[src/rtl/uart_defs_pkg.sv]
// uart_defs: shared UART state encoding, frame defaults and counter sizing helper
package uart_defs;
    localparam int DBIT_DEF       = 8;
    localparam int OVERSAMPLE_DEF = 16;
    typedef enum logic [2:0] {IDLE, START, DATA, STOP, WAIT_HIGH} uart_state_t;
    function automatic int cw(input int n);
        return n > 1 ? $clog2(n) : 1;
    endfunction
endpackage

[src/rtl/baud_tick_gen.sv]
// baud_tick_gen: free-running oversample tick, one clock high every TICK_DIV clocks
module baud_tick_gen
    import uart_defs::*;
#(
    parameter int TICK_DIV = 1
) (
    input  logic i_clk,
    input  logic i_reset,
    output logic o_tick
);
    localparam int W = cw(TICK_DIV);
    logic [W-1:0] cnt;
    assign o_tick = cnt == W'(TICK_DIV - 1);
    always_ff @(posedge i_clk)
        cnt <= (i_reset || o_tick) ? '0 : cnt + 1'b1;
endmodule

[src/rtl/uart_receiver.sv]
// uart_receiver: oversampled UART receiver with glitch rejection, framing error and break handling
module uart_receiver
    import uart_defs::*;
#(
    parameter int DBIT       = DBIT_DEF,
    parameter int OVERSAMPLE = OVERSAMPLE_DEF,
    parameter int TICK_DIV   = 1
) (
    input  logic            i_clk,
    input  logic            i_reset,
    input  logic            i_rx,
    output logic [DBIT-1:0] o_rx_data,
    output logic            o_rx_done,
    output logic            o_frame_error,
    output logic            o_rx_busy
);
    localparam int SW = cw(OVERSAMPLE);
    localparam int NW = cw(DBIT);
    uart_state_t     state, state_n;
    logic [1:0]      sync;
    logic            rx, tick, done_n, ferr_n;
    logic [SW-1:0]   s, s_n;
    logic [NW-1:0]   n, n_n;
    logic [DBIT-1:0] b, b_n, data_n;
    assign rx        = sync[1];
    assign o_rx_busy = state != IDLE;
    baud_tick_gen #(.TICK_DIV(TICK_DIV)) u_tick (
        .i_clk  (i_clk),
        .i_reset(i_reset),
        .o_tick (tick)
    );
    always_ff @(posedge i_clk) begin
        if (i_reset) begin
            sync          <= 2'b11;
            state         <= IDLE;
            s             <= '0;
            n             <= '0;
            b             <= '0;
            o_rx_data     <= '0;
            o_rx_done     <= 1'b0;
            o_frame_error <= 1'b0;
        end else begin
            sync          <= {sync[0], i_rx};
            state         <= state_n;
            s             <= s_n;
            n             <= n_n;
            b             <= b_n;
            o_rx_data     <= data_n;
            o_rx_done     <= done_n;
            o_frame_error <= ferr_n;
        end
    end
    always_comb begin
        state_n = state;
        s_n     = s;
        n_n     = n;
        b_n     = b;
        data_n  = o_rx_data;
        done_n  = 1'b0;
        ferr_n  = 1'b0;
        case (state)
            IDLE:      if (!rx) state_n = START;
            START:     if (tick) begin
                           if (s == SW'(OVERSAMPLE / 2 - 1)) state_n = rx ? IDLE : DATA;
                           else s_n = s + 1'b1;
                       end
            DATA:      if (tick) begin
                           if (s == SW'(OVERSAMPLE - 1)) begin
                               s_n = '0;
                               b_n = DBIT'({rx, b} >> 1);
                               if (n == NW'(DBIT - 1)) state_n = STOP;
                               else n_n = n + 1'b1;
                           end else s_n = s + 1'b1;
                       end
            STOP:      if (tick) begin
                           if (s == SW'(OVERSAMPLE - 1)) begin
                               state_n = rx ? IDLE : WAIT_HIGH;
                               data_n  = rx ? b : o_rx_data;
                               done_n  = rx;
                               ferr_n  = !rx;
                           end else s_n = s + 1'b1;
                       end
            WAIT_HIGH: if (rx) state_n = IDLE;
            default:   state_n = IDLE;
        endcase
        // every state entry starts with fresh tick and bit counts
        if (state_n != state) begin
            s_n = '0;
            n_n = '0;
        end
    end
endmodule

[config.mk]
export PLATFORM = sky130hd
export DESIGN_NAME = uart_receiver
export DESIGN_NICKNAME = d
export VERILOG_FILES = /design/src/rtl/uart_defs_pkg.sv /design/src/rtl/baud_tick_gen.sv /design/src/rtl/uart_receiver.sv
export SDC_FILE = /design/constraint.sdc
export NUM_CORES = 1
export LEC_CHECK = 0
export ABC_AREA = 0
export CORE_MARGIN = 3
export CORE_UTILIZATION = 58
export CTS_CLUSTER_SIZE = 16
export DETAILED_ROUTE_END_ITERATION = 12
export PLACE_DENSITY = 0.81
export SLEW_MARGIN = 20
export SYNTH_ARGS = -nofsm -noshare
export SYNTH_HDL_FRONTEND = slang
export SYNTH_SLANG_ARGS = --single-unit
[constraint.sdc]
create_clock -name i_clk -period 4.9 [get_ports i_clk]
set_input_delay 0.735 -clock i_clk [delete_from_list [all_inputs] [get_ports i_clk]]
set_output_delay 0.735 -clock i_clk [all_outputs]
set_load 0.02 [all_outputs]
Word level (Yosys, flattened, before mapping)
Cells that the tools add are included.

Logic and storage cells: 59. Bits in writable memories: 0. Memories kept: 0. Output and inout bits: 11. Latch bits: 0. Input port bits: 3. Register bits after elaboration: 31. Memory bits (read-only): 0.

Bitwise logic cells: 4. Shifts and indexed selects: 0. Multipliers: 0. Muxes and demuxes: 19. Reduce and logical (&&, ||, !) cells: 11. Div/mod/pow operators: 0. Equal/unequal tests: 13. Add/subtract/negate cells: 3. $lt $le $gt $ge: 0.

Operator list (number): $mux 3 (10); $mux 4 (6); $pmux 3 s5 (1); $pmux 4 s3 (1); $ne 2x2->1 const B (5); $reduce_and 4->1 (2); $eq 3x2->1 const B (2); $eq 3x3->1 const B (2); $reduce_and 6->1 (1); $reduce_bool 3->1 (2); $add 4x1->4 const B (1); $eq 4x3->1 const B (1); $eq 4x4->1 const B (1); $not 1->1 (4); $reduce_or 4->1 (1); $add 3x1->3 const B (1); $eq 3x1->1 const B (1); $logic_not 3->1 (1); $ne 3x3->1 (1); $reduce_and 3->1 (1); $mux 2 (1); $reduce_or 2->1 (1); $add 1x1->1 const B (1); $logic_not 1->1 (1); $logic_or 1x1->1 (1).

Logic depth before layout (Yosys ltp)
Depth after elaboration: 7. Depth in mapped cells: 7. Depth with buffers taken out: 6.

Cells and area by module
A second synthesis with hierarchy kept.

Cell total of the unflattened synthesis: 143. Area, all modules: 1396.3 sq um.

Modules (own cells, without submodules): uart_receiver (seq. area each 600.6 sq um, area an instance 1368.8 sq um, instances 1, cells each 140); baud_tick_gen (seq. area each 20.0 sq um, area an instance 27.5 sq um, instances 1, cells each 3).

Worst setup path after synthesis
OpenSTA, ideal clock, no wires.

Kind: reg2out. Start: register state[2]. End: output port o_rx_busy. Arrival: 999 ps. Slack: 3166 ps. Path buffers: 1. Required time: 4165 ps. Cell stages (with the launch flop): 3. Cells stage by stage: dfxtp_1 > buf_2 > or3_1.

Longest elaborated chain between the ends: 1.

Ends and longest elaborated chain: start: declaration (line uart_receiver.sv:19) `uart_state_t state, state_n;`; start signal: assignment (line uart_receiver.sv:44) `state <= state_n;`; $reduce_bool 3->1 (line uart_receiver.sv:26) `assign o_rx_busy = state != IDLE;`; end: declaration (line uart_receiver.sv:15) `output logic o_rx_busy`.

No other way between the ends.

Worst setup path after layout
Same ends and word-level chain as after synthesis.

==> impl_metrics.ini <==
[floorplanning]
die_h_microns = 54.1
core_sq_um = 2080
ioPinCount = 14
start_util = 0.644
dieArea_sq_um = 2920
std_cell_rows = 16
die_w_microns = 54.1

[placed_design]
portBuffers = 13
dp_slack_ns = 2.53
globalplace.congestion = 0.832
hpwl_mm = 1.61

[logic_synthesis]
yosys.area_share.simple = 0.256
synth-seq-area-share = 0.463
synth-edff-count = 0
netlist_area_sq_um = 1340
syn_inst = 138
yosysMostFrequentCell = nor2_1
synthDistinctLibCells = 33
yosysTopAreaCell = dfxtp_1
syn_area_per_cell_sq_um = 9.71
synthAdderAreaFrac = 0.0280
synth_fp_nets = 144
synth_top_family_by_area = simple AND/OR/NAND/NOR gates
synth_flop_cell = dfxtp_1
synth.area.mux_share = 0.157
synth.area.top_cells = dfxtp_1 46%, mux2i_1 16%, nor2_1 9.5%
synth-async-reset-ratio = 0
synth_xor_area_frac = 0.0196
ys_ff_latch = 31
synth_compound_area_frac = 0.0401
synth_top_area_share = 0.463
synth_common_cells = 34 x nor2_1, 31 x dfxtp_1, 21 x mux2i_1
yosysWarnings = 0

[timing]
worst_pin_slew_ns = 0.789
maxSlewHeadroom = 0.473
fmaxAchievable_mhz = 397
rsz0062_at_grt = false
fin_setup_tns_ns = 0
fin_crit_ns = 2.52
finClkSkew_ns = 0.00333
hold_viol_final = 0
setup_ws_ns = 2.38
period_share = 0.514
setup_viol = 0
holdWs_ns = 0.436
maxSlewViolCount = 0

[worst_setup_path]
path_cells = or3_1 > clkdlybuf4s50_1
cp.required_ns = 4.16
critical_path_class = reg -> out
slowest_stage = dfxtp_1
reg2reg_from = s[0]$_SDFFE_PP0P_
cpPeakStageDelay_ns = 0.68
critical_path_arrival_ns = 1.78
ff2ff_setup_slack_ns = 2.97
worst-r2r-cell-count = 7
start_kind = flip-flop
cp-end-kind = output port
worstReg2RegEnd = n[2]$_SDFFE_PP0P_
cp_max_fo = 16

[outcome]
status = completed

[power]
max-vdd-ir-drop_uv = 216
power.density_nw_per_um2 = 284
p_leak_nw = 0.544

[routing]
finalWirelength_mm = 2.27
vias = 988
firstDrtPassIters = 4
wl_per_cell_microns = 12.5
antenna_left = 0
drt_iter0_drc = 18
viasPerCell = 5.46
drc = 0

[flow_run]
maxCapViolations = 0

[global_routing]
antenna_found_initial = 0
track_usage = 0.185
grt_max_degree = 25
grt_overflow = 0
first_global_vias = 903
grt_pass1_wl_mm = 3.90

[layout]
synthToLayoutAreaGrowth_pct = 15.7
diodes = 0
drive_gt1_frac = 0.117
fill_cells = 146
layout.nets = 159

[clock_network]
cts_resized = 0
cts_buffers = 5
htree_levels = 2
cts_setup_buffers = 0
cts_hold_buf = 0
clock-root-buffer = clkbuf_4
path_clk_slew_ns = 0.10
cts_tree = done
cts_sinks = 31
clock_latency_ns = 0.31
cts_buffer_depth = 2

[worst_hold_path]
whs_endpoint = sync[1]$_SDFF_PP1_
hp-start = sync[0]$_SDFF_PP1_
hold_class = reg -> reg
hold_depth = 1
-- worst max path at each step --
| stage | startpoint | to | slack [ns] |
|---|---|---|---|
| global placement | i_reset | o_frame_error$_SDFF_PP0_ | 2.63 |
| global route | state[2]$_SDFF_PP0_ | o_rx_busy | 2.28 |
| finish | state[2]$_SDFF_PP0_ | o_rx_busy | 2.38 |
| floorplan | state[2]$_SDFF_PP0_ | o_rx_busy | 3.17 |
| detailed placement | i_reset | s[0]$_SDFFE_PP0P_ | 2.53 |
| CTS | state[2]$_SDFF_PP0_ | o_rx_busy | 2.37 |
-- worst max-delay path, delay by kind of cell (launching register included) --
family	cells	cell delay [ns]
buffers and inverters	1	0.60
DFF	1	0.68
and+or+nand+nor	1	0.20
-- state kept, by name (all words and copies together) (netlist names) --
register,flops
n,3
o_rx_done,1
s,4
o_frame_error,1
o_rx_data,8
u_tick.cnt,1
state,3
b,8
sync,2
-- metrics by stage --
stage	utilization	total power, mW	area (sq um)	cells
floorplan	-	0.273	1340	138
global placement	0.710	0.277	1480	173
detailed placement	0.710	0.277	1480	173
CTS	0.745	0.446	1550	181
global route	0.745	0.458	1550	181
finish	0.745	0.440	1550	181
-- cell usage in the layout (no fill, tap or decap), drive strengths merged, types with 2 or more instances in the layout --
master	count
nor2	34
dfxtp	31
mux2i	21
clkdlybuf4s50	13
nor3	8
clkbuf	7
a21oi	4
ha	3
nor4	3
or3	2
a211oi	2
nand2	2
nor3b	2
nor2b	2
xnor2	2
or2	2
buf	2
nand4	2
-- per-layer routing --
layer,GRT usage,up-vias,wire length (microns)
met4,0.0664,0,9
li1,-,507,-
met3,0.0609,2,102
met1,0.234,456,1120
met5,0,-,0
met2,0.294,23,1030
-- report_power, final --
group          internal, mW  total [mW]  switching, mW
Sequential            0.254       0.257        0.00352
Combinational       0.00619      0.0145        0.00826
Clock                0.0839       0.169         0.0847
-- cell type report --
class | instances | area (sq um) | area share
Multi-Input combinational cell | 99 | 674 | 0.435
Sequential cell | 31 | 621 | 0.400
Timing Repair Buffer | 15 | 145 | 0.0936
Clock buffer | 7 | 65.1 | 0.0420
Tap cell | 27 | 33.8 | 0.0218
Clock inverter | 1 | 7.51 | 0.00484
Inverter | 1 | 3.75 | 0.00242
-- kinds of logic after synthesis --
family | Yosys count
DFF | 31
and+or+nand+nor | 63
AOI/OAI and AO/OA | 8
other | 1
muxes | 21
buffers and inverters | 8
xor gates and xnor gates | 3
adders and majority gates | 3
Power figures use the tool's default switching activity.
